===== config.mk =====
export PLATFORM = sky130hd
export DESIGN_NAME = pc_target_table
export DESIGN_NICKNAME = d
export VERILOG_FILES = /design/src/rtl/pc_tgt_pkg.sv /design/src/rtl/pc_tgt_resolve.sv /design/src/rtl/pc_target_table.sv
export SDC_FILE = /design/constraint.sdc
export NUM_CORES = 1
export LEC_CHECK = 0
export BUFFER_PORTS_ARGS = -buffer_cell sky130_fd_sc_hd__buf_4
export CAP_MARGIN = 30
export CORE_MARGIN = 4
export CORE_UTILIZATION = 50
export CTS_CLUSTER_SIZE = 30
export DETAILED_ROUTE_END_ITERATION = 8
export PLACE_DENSITY = 0.69
export SYNTH_ARGS = -nofsm -noshare
export SYNTH_HDL_FRONTEND = slang
export SYNTH_SLANG_ARGS = --single-unit

===== constraint.sdc =====
create_clock -name Clk -period 3.8 [get_ports Clk]
set_input_delay 0 -clock Clk [delete_from_list [all_inputs] [get_ports Clk]]
set_output_delay 0 -clock Clk [all_outputs]
set_load 0.005 [all_outputs]

===== src/rtl/pc_tgt_pkg.sv =====
// Shared types for the programmable branch-target table and its resolver.
package pc_tgt_pkg;

  localparam int TGT_D_DEFAULT = 12;

  typedef struct packed {
    logic                     rel;
    logic [TGT_D_DEFAULT-1:0] val;
  } tgt_entry_t;

  typedef enum logic {
    INIT,
    RUN
  } tgt_state_e;

  localparam logic [TGT_D_DEFAULT-1:0] TGT_CLEAR_VAL = '0;

endpackage


===== src/rtl/pc_tgt_resolve.sv =====
// Combinational target resolver: absolute entries pass through, relative entries add to pc.
module pc_tgt_resolve #(
  parameter int D = 12
) (
  input  logic         rel,
  input  logic [D-1:0] val,
  input  logic [D-1:0] pc,
  output logic [D-1:0] target
);

  // D-bit add wraps silently, which gives two's-complement offsets for free
  assign target = rel ? (pc + val) : val;

endmodule


===== src/rtl/pc_target_table.sv =====
// Programmable branch-target table with self-clearing init and 1-cycle lookup.
// Define PC_TGT_FWD_EN to forward a same-cycle write into a lookup of the same index.
module pc_target_table #(
  parameter int D = 12,
  parameter int N = 8
) (
  input  logic                 Clk,
  input  logic                 Reset_n,
  input  logic                 clr,
  input  logic                 lookup_req,
  input  logic [$clog2(N)-1:0] lut_idx,
  input  logic [D-1:0]         pc_in,
  input  logic                 wr_en,
  input  logic [$clog2(N)-1:0] wr_idx,
  input  logic [D-1:0]         wr_data,
  input  logic                 wr_rel,
  output logic                 ready,
  output logic                 tgt_valid,
  output logic [D-1:0]         target
);

  import pc_tgt_pkg::*;

  localparam int IW = $clog2(N);
  localparam logic [IW:0]   N_EXT    = (IW+1)'(N);
  localparam logic [IW-1:0] LAST_IDX = IW'(N-1);

  typedef struct packed {
    logic         rel;
    logic [D-1:0] val;
  } entry_t;

  entry_t        mem [N];
  tgt_state_e    state, next_state;
  logic [IW-1:0] cnt, next_cnt;
  logic          init_we;
  logic          in_run;
  logic          wr_ok;
  logic          lut_in_range;
  logic          take_lookup;
  entry_t        rd_entry;
  logic [D-1:0]  resolved;

  assign ready        = (state == RUN);
  assign in_run       = (state == RUN) && !clr;
  assign wr_ok        = in_run && wr_en && ({1'b0, wr_idx} < N_EXT);
  assign lut_in_range = ({1'b0, lut_idx} < N_EXT);
  assign take_lookup  = in_run && lookup_req;

  always_ff @(posedge Clk or negedge Reset_n) begin
    if (!Reset_n) begin
      state <= INIT;
      cnt   <= '0;
    end else begin
      state <= next_state;
      cnt   <= next_cnt;
    end
  end

  always_comb begin
    next_state = state;
    next_cnt   = cnt;
    init_we    = 1'b0;
    case (state)
      INIT: begin
        init_we = 1'b1;
        if (clr) begin
          next_cnt = '0;
        end else if (cnt == LAST_IDX) begin
          next_state = RUN;
          next_cnt   = '0;
        end else begin
          next_cnt = cnt + 1'b1;
        end
      end
      RUN: begin
        if (clr) begin
          next_state = INIT;
          next_cnt   = '0;
        end
      end
      default: begin
        next_state = INIT;
        next_cnt   = '0;
      end
    endcase
  end

  // Table contents need no reset; the init sequencer clears them before ready rises
  always_ff @(posedge Clk) begin
    if (init_we) begin
      mem[cnt] <= '{rel: 1'b0, val: D'(TGT_CLEAR_VAL)};
    end else if (wr_ok) begin
      mem[wr_idx] <= '{rel: wr_rel, val: wr_data};
    end
  end

  always_comb begin
    rd_entry = '0;
    if (lut_in_range) begin
      rd_entry = mem[lut_idx];
    end
`ifdef PC_TGT_FWD_EN
    if (wr_ok && (wr_idx == lut_idx)) begin
      rd_entry = '{rel: wr_rel, val: wr_data};
    end
`endif
  end

  pc_tgt_resolve #(
    .D(D)
  ) u_resolve (
    .rel   (rd_entry.rel),
    .val   (rd_entry.val),
    .pc    (pc_in),
    .target(resolved)
  );

  always_ff @(posedge Clk or negedge Reset_n) begin
    if (!Reset_n) begin
      tgt_valid <= 1'b0;
      target    <= '0;
    end else begin
      tgt_valid <= take_lookup;
      if (take_lookup) begin
        target <= resolved;
      end
    end
  end

endmodule


* After elaboration in Yosys (flattened, before gate mapping) *
Memories as Yosys holds them, arrays and structs flattened.
Cells that the tools add are included.

storage, ports and cells
  memories = 1
  output and inout port bits = 14
  register bits after elaboration = 17
  memory bits (writable) = 104
  logic and storage cells = 31
  input port bits = 36

operators by class
  equal/unequal tests = 2
  bitwise logic cells = 1
  muxes and demuxes = 16
  reductions and logical operators = 5
  add/subtract/negate cells = 2

memories
  name  depth  width  read ports  clocked after Yosys merged registers in  wr ports  RTL line               text
  mem   8      13     1           0                                        1         pc_target_table.sv:33  entry_t mem [N];

operator list
  kind                                                           number
  13-bit two-way mux                                             1
  13-bit OR reduction                                            1
  12-bit adder                                                   1
  12-bit two-way mux                                             1
  3-bit two-way mux                                              4
  1-bit two-way mux                                              8
  3-bit case mux with 2 select lines                             1
  3-bit by 1-bit adder with 3-bit output, second input constant  1
  3-bit equality test, second input constant                     1
  1-bit logical AND                                              3
  2-bit inequality test, second input constant                   1
  1-bit case mux with 2 select lines                             1
  1-bit logical NOT                                              1
  1-bit NOT                                                      1

* Logic depth before layout (Yosys ltp) *
  word-level depth = 8
  depth in mapped cells = 14

* By module *
A second synthesis with hierarchy kept.

second synthesis, totals
  cell total of the unflattened synthesis = 332
  area, all modules = 5587.9 um^2

modules (own cells, without submodules)
  module           cells each  area each (um^2)  seq. area each (um^2)  instances
  pc_target_table  236         4889.7            3548.4                 1
  pc_tgt_resolve   96          698.2             0.0                    1

* Worst setup path after synthesis *
OpenSTA, ideal clock, no wires.

  path kind = in2reg
  start = in lut_idx[0]
  end = reg target[8]
  path buffers = 2
  required time = 3718 ps
  data arrival time = 2705 ps
  stages = 12
  slack = 1013 ps
  cells stage by stage = buf_2 > buf_6 > mux4_2 > mux2_2 > ha_1 > nor2b_4 > o21ai_2 > a21oi_2 > o211a_1 > o21ai_0 > or3b_2 > a31oi_1

between the ends
  cells in the longest elaborated chain, start to end = 3

RTL lines
  element                   RTL line                text
  start, declared           pc_target_table.sv:11   input logic [$clog2(N)-1:0] lut_idx,
  memory read 8 x 13 bit *  n/a
  12-bit adder              pc_tgt_resolve.sv:12    assign target = rel ? (pc + val) : val;
  12-bit two-way mux *      pc_tgt_resolve.sv:12
  end signal, assigned      pc_target_table.sv:126  target <= resolved;
  end, declared             pc_target_table.sv:19   output logic [D-1:0] target

Every way passes the cells marked *; elsewhere a longest branch is shown, timed or not.
A chain may end at the register's enable or synchronous reset.

* Worst setup path after layout *
  start = mem mem[4][0] in the netlist's numbering
  end = reg target[8]

between the ends
  cells in the longest elaborated chain, start to end = 3

RTL lines
  element                 RTL line
  start, declared         pc_target_table.sv:33
  memory read 8 x 13 bit  n/a
  12-bit adder            pc_tgt_resolve.sv:12
  12-bit two-way mux      pc_tgt_resolve.sv:12

No other way between the ends.

==> impl_metrics.tcl <==
set metrics [dict create \
    io_pins 50 \
    ys_top_cells_by_area "edfxtp_1 58%, mux4_2 11%, dfrtp_1 8.0%, ha_1 3.0%, mux2_2 2.3%" \
    syn-instance-count 328 \
    worstMarginPinSlew_ns 0.770 \
    track_usage_pct 18.2 \
    seq_area_sq_um 3550 \
    cts_max_path_buffers 2 \
    intPower_mw 2.69 \
    crit_required_ns 4.23 \
    yosys.area.top_type "edfxtp_1" \
    power_frac_comb_pct 10.3 \
    postSynthNetCount 378 \
    cts_setup_buffers 0 \
    crit_slowest_cell "mux4_2" \
    routed_wl_microns 10600 \
    grt_pass1_vias 3088 \
    cp_cell_sequence "mux4_2, mux2_2, ha_1, inv_1, fa_1, nor2b_4, o21ai_2, a21oi_2, o211a_1, o21ai_0, or3b_2, a31oi_1" \
    critPathKind "reg2reg" \
    placed_cell_area_sq_um 5850 \
    setup_violations 0 \
    nFillCells 737 \
    timing.hold.ws_ns -0.00223 \
    p_sw_uw 810 \
    vdd_drop_max_mv 0.470 \
    fin_crit_ns 2.91 \
    total_power_mw 3.50 \
    dieArea_sq_um 12400 \
    maxUsedRoutingLayer "met4" \
    cts_hold_buffers 14 \
    core_area_sq_um 10400 \
    place_congestion 0.879 \
    rsz0062_at_grt "no" \
    cts.clk_slew.worst_paths_ns 0.06 \
    ctsResizeCount 0 \
    clock_latency_ns 0.51 \
    avgSynthCellArea_sq_um 16.3 \
    rows 37 \
    chipHeight_microns 111 \
    slowest_delay_ns 0.45 \
    critPathMaxFanout 3 \
    dr.first_iter.drc_count 178 \
    drc 0 \
    slew_violations 0 \
    multi_input_area_sq_um 1650 \
    grt_pass1_wl_microns 16900 \
    cts_buffers 17 \
    ant_nets 0 \
    die_w_microns 111 \
    ys.flop_type "edfxtp_1" \
    via_count 3043 \
    maxCapViolCount 0 \
    final_area_sq_um 6600 \
    synth_edf_count 104 \
    violations "negative hold slack" \
    dr.pass1.iters 5 \
    hold_class "in2reg" \
    antenna_found_initial 0 \
    clkPwrFrac_pct 46.1 \
    tritoncts "done" \
    status "finished, violations left" \
    viasPerCell 5.50 \
    power_density_nw_per_um2 531 \
    yosysWarnings 0 \
    cts_sinks 121 \
    cpLargestDelayFamily "multiplexers" \
    yosysUniqueCellTypes 43 \
    wl_met1_microns 4610 \
    max_freq_ghz 0.343 \
    tns_ns 0 \
    cts_root_buf "clkbuf_8" \
    dr_wl_met3_microns 624 \
    final_util_pct 63.6 \
    synth_top_area_share_pct 58.5 \
    dp.final_hpwl_microns 6680 \
    swShare_pct 23.1 \
    crit_arrival_ns 3.34 \
    p_leak_nw 2.66 \
    grt-ovfl-total 0 \
    nets 454 \
    htreeDepth 4 \
    fin_crit_sh_pct 76.7 \
    skew_ns 0.0116 \
    drive_gt1_share_pct 32.1 \
    synthArstFlopShare_pct 14.0 \
    synthesis.area_sq_um 5340 \
    final_hold_viol_count 1 \
    synth-seq-area-share_pct 66.5 \
    dr_wl_met2_microns 5310 \
    grt_max_degree 27 \
    crit_path_end_kind "register" \
    start_kind "register" \
    slew_headroom_pct 48.5 \
    wl_per_cell_microns 19.2 \
    yosys_register_bits 121 \
    syn_to_final_growth_pct 23.5 \
    initial_core_util_pct 51.5 \
    cp.buffers_inverters 1 \
    antenna_cells 0 \
    seq_power_share_pct 43.6 \
    port_buffers 49 \
]
synth_stat cells (all sizes together) (2+ instances only):
| master | n |
|---|---|
| a32oi | 3 |
| xor2 | 3 |
| nor2b | 4 |
| a31oi | 3 |
| mux2 | 11 |
| nor3 | 5 |
| mux4 | 26 |
| o21ai | 16 |
| buf | 7 |
| mux2i | 7 |
| clkbuf | 9 |
| nor2 | 25 |
| o21a | 2 |
| ha | 13 |
| inv | 10 |
| xnor2 | 5 |
| nand2 | 15 |
| a21oi | 16 |
| edfxtp | 104 |
| and3 | 13 |
| dfrtp | 17 |
| a22oi | 2 |
power by group through the flow:
| stage | clock network, mW | registers, mW | logic [mW] |
|---|---|---|---|
| floorplan | 0 | 1.55 | 0.231 |
| global placement | 0 | 1.55 | 0.347 |
| detailed placement | 0 | 1.55 | 0.351 |
| CTS | 1.64 | 1.53 | 0.365 |
| global route | 1.71 | 1.53 | 0.398 |
| finish | 1.62 | 1.53 | 0.360 |
final cells by class:
cell class	instances	area share (%)
Sequential cell	121	53.8
Multi-Input combinational cell	181	25.0
Timing Repair Buffer	73	8.84
Clock buffer	17	6.28
Clock inverter	15	2.88
Tap cell	136	2.58
Inverter	10	0.569
cell usage in the layout, fill, tap and decap left out, types with 12 or more instances in the layout:
cell	count
a21oi_1	15
and3_1	13
buf_4	59
clkbuf_16	16
dfrtp_1	17
dlygate4sd3_1	14
edfxtp_1	104
ha_1	13
mux4_2	26
nand2_1	15
nor2_1	25
o21ai_1	12
through the flow:
step,worst slack (ns),hold WS (ns),cells
5_1_grt,0.677,0.0302,553
4_1_cts,0.866,0.000101,553
3_5_place_dp,0.689,-0.124,507
6_report,0.887,-0.00223,553
3_3_place_gp,0.762,-0.126,507
2_1_floorplan,1.01,-0.296,328
layer usage:
metal  global-route usage (%)  vias up
li1                         -     1433
met1                     24.7     1491
met2                     29.0      111
met3                     4.57        8
met4                     6.33        0
met5                        0        -
kinds of logic after synthesis:
kind of cell,count (synthesis),synth area share [%]
fa+ha+maj,14,3.42
xor+xnor,8,1.31
mux,44,14.6
flops,121,66.5
compound gates,48,5.55
buf+inv,26,2.60
simple gates,67,6.05
worst paths after layout:
kind | startpoint | end | slack (ns) | cells past startpoint
min reg2reg | target[3]$_DFFE_PN0P_ | target[3]$_DFFE_PN0P_ | 0.49 | 2
min | wr_data[9] | mem[1][9]$_DFFE_PP_ | -0.002 | 2
max | mem[4][0]$_DFFE_PP_ | target[8]$_DFFE_PN0P_ | 0.89 | 12
max in group asynchronous | Reset_n | target[11]$_DFFE_PN0P_ | 2.68 | 3
max reg2reg | mem[4][0]$_DFFE_PP_ | target[8]$_DFFE_PN0P_ | 0.89 | 12
min in group asynchronous | Reset_n | ready$_DFF_PN0_ | 0.64 | 3
flip-flops by register name (all words and copies together), names as in the netlist:
name	flops
tgt_valid	1
cnt	3
target	12
ready	1
mem	104
(Power assumes the default switching activity.)
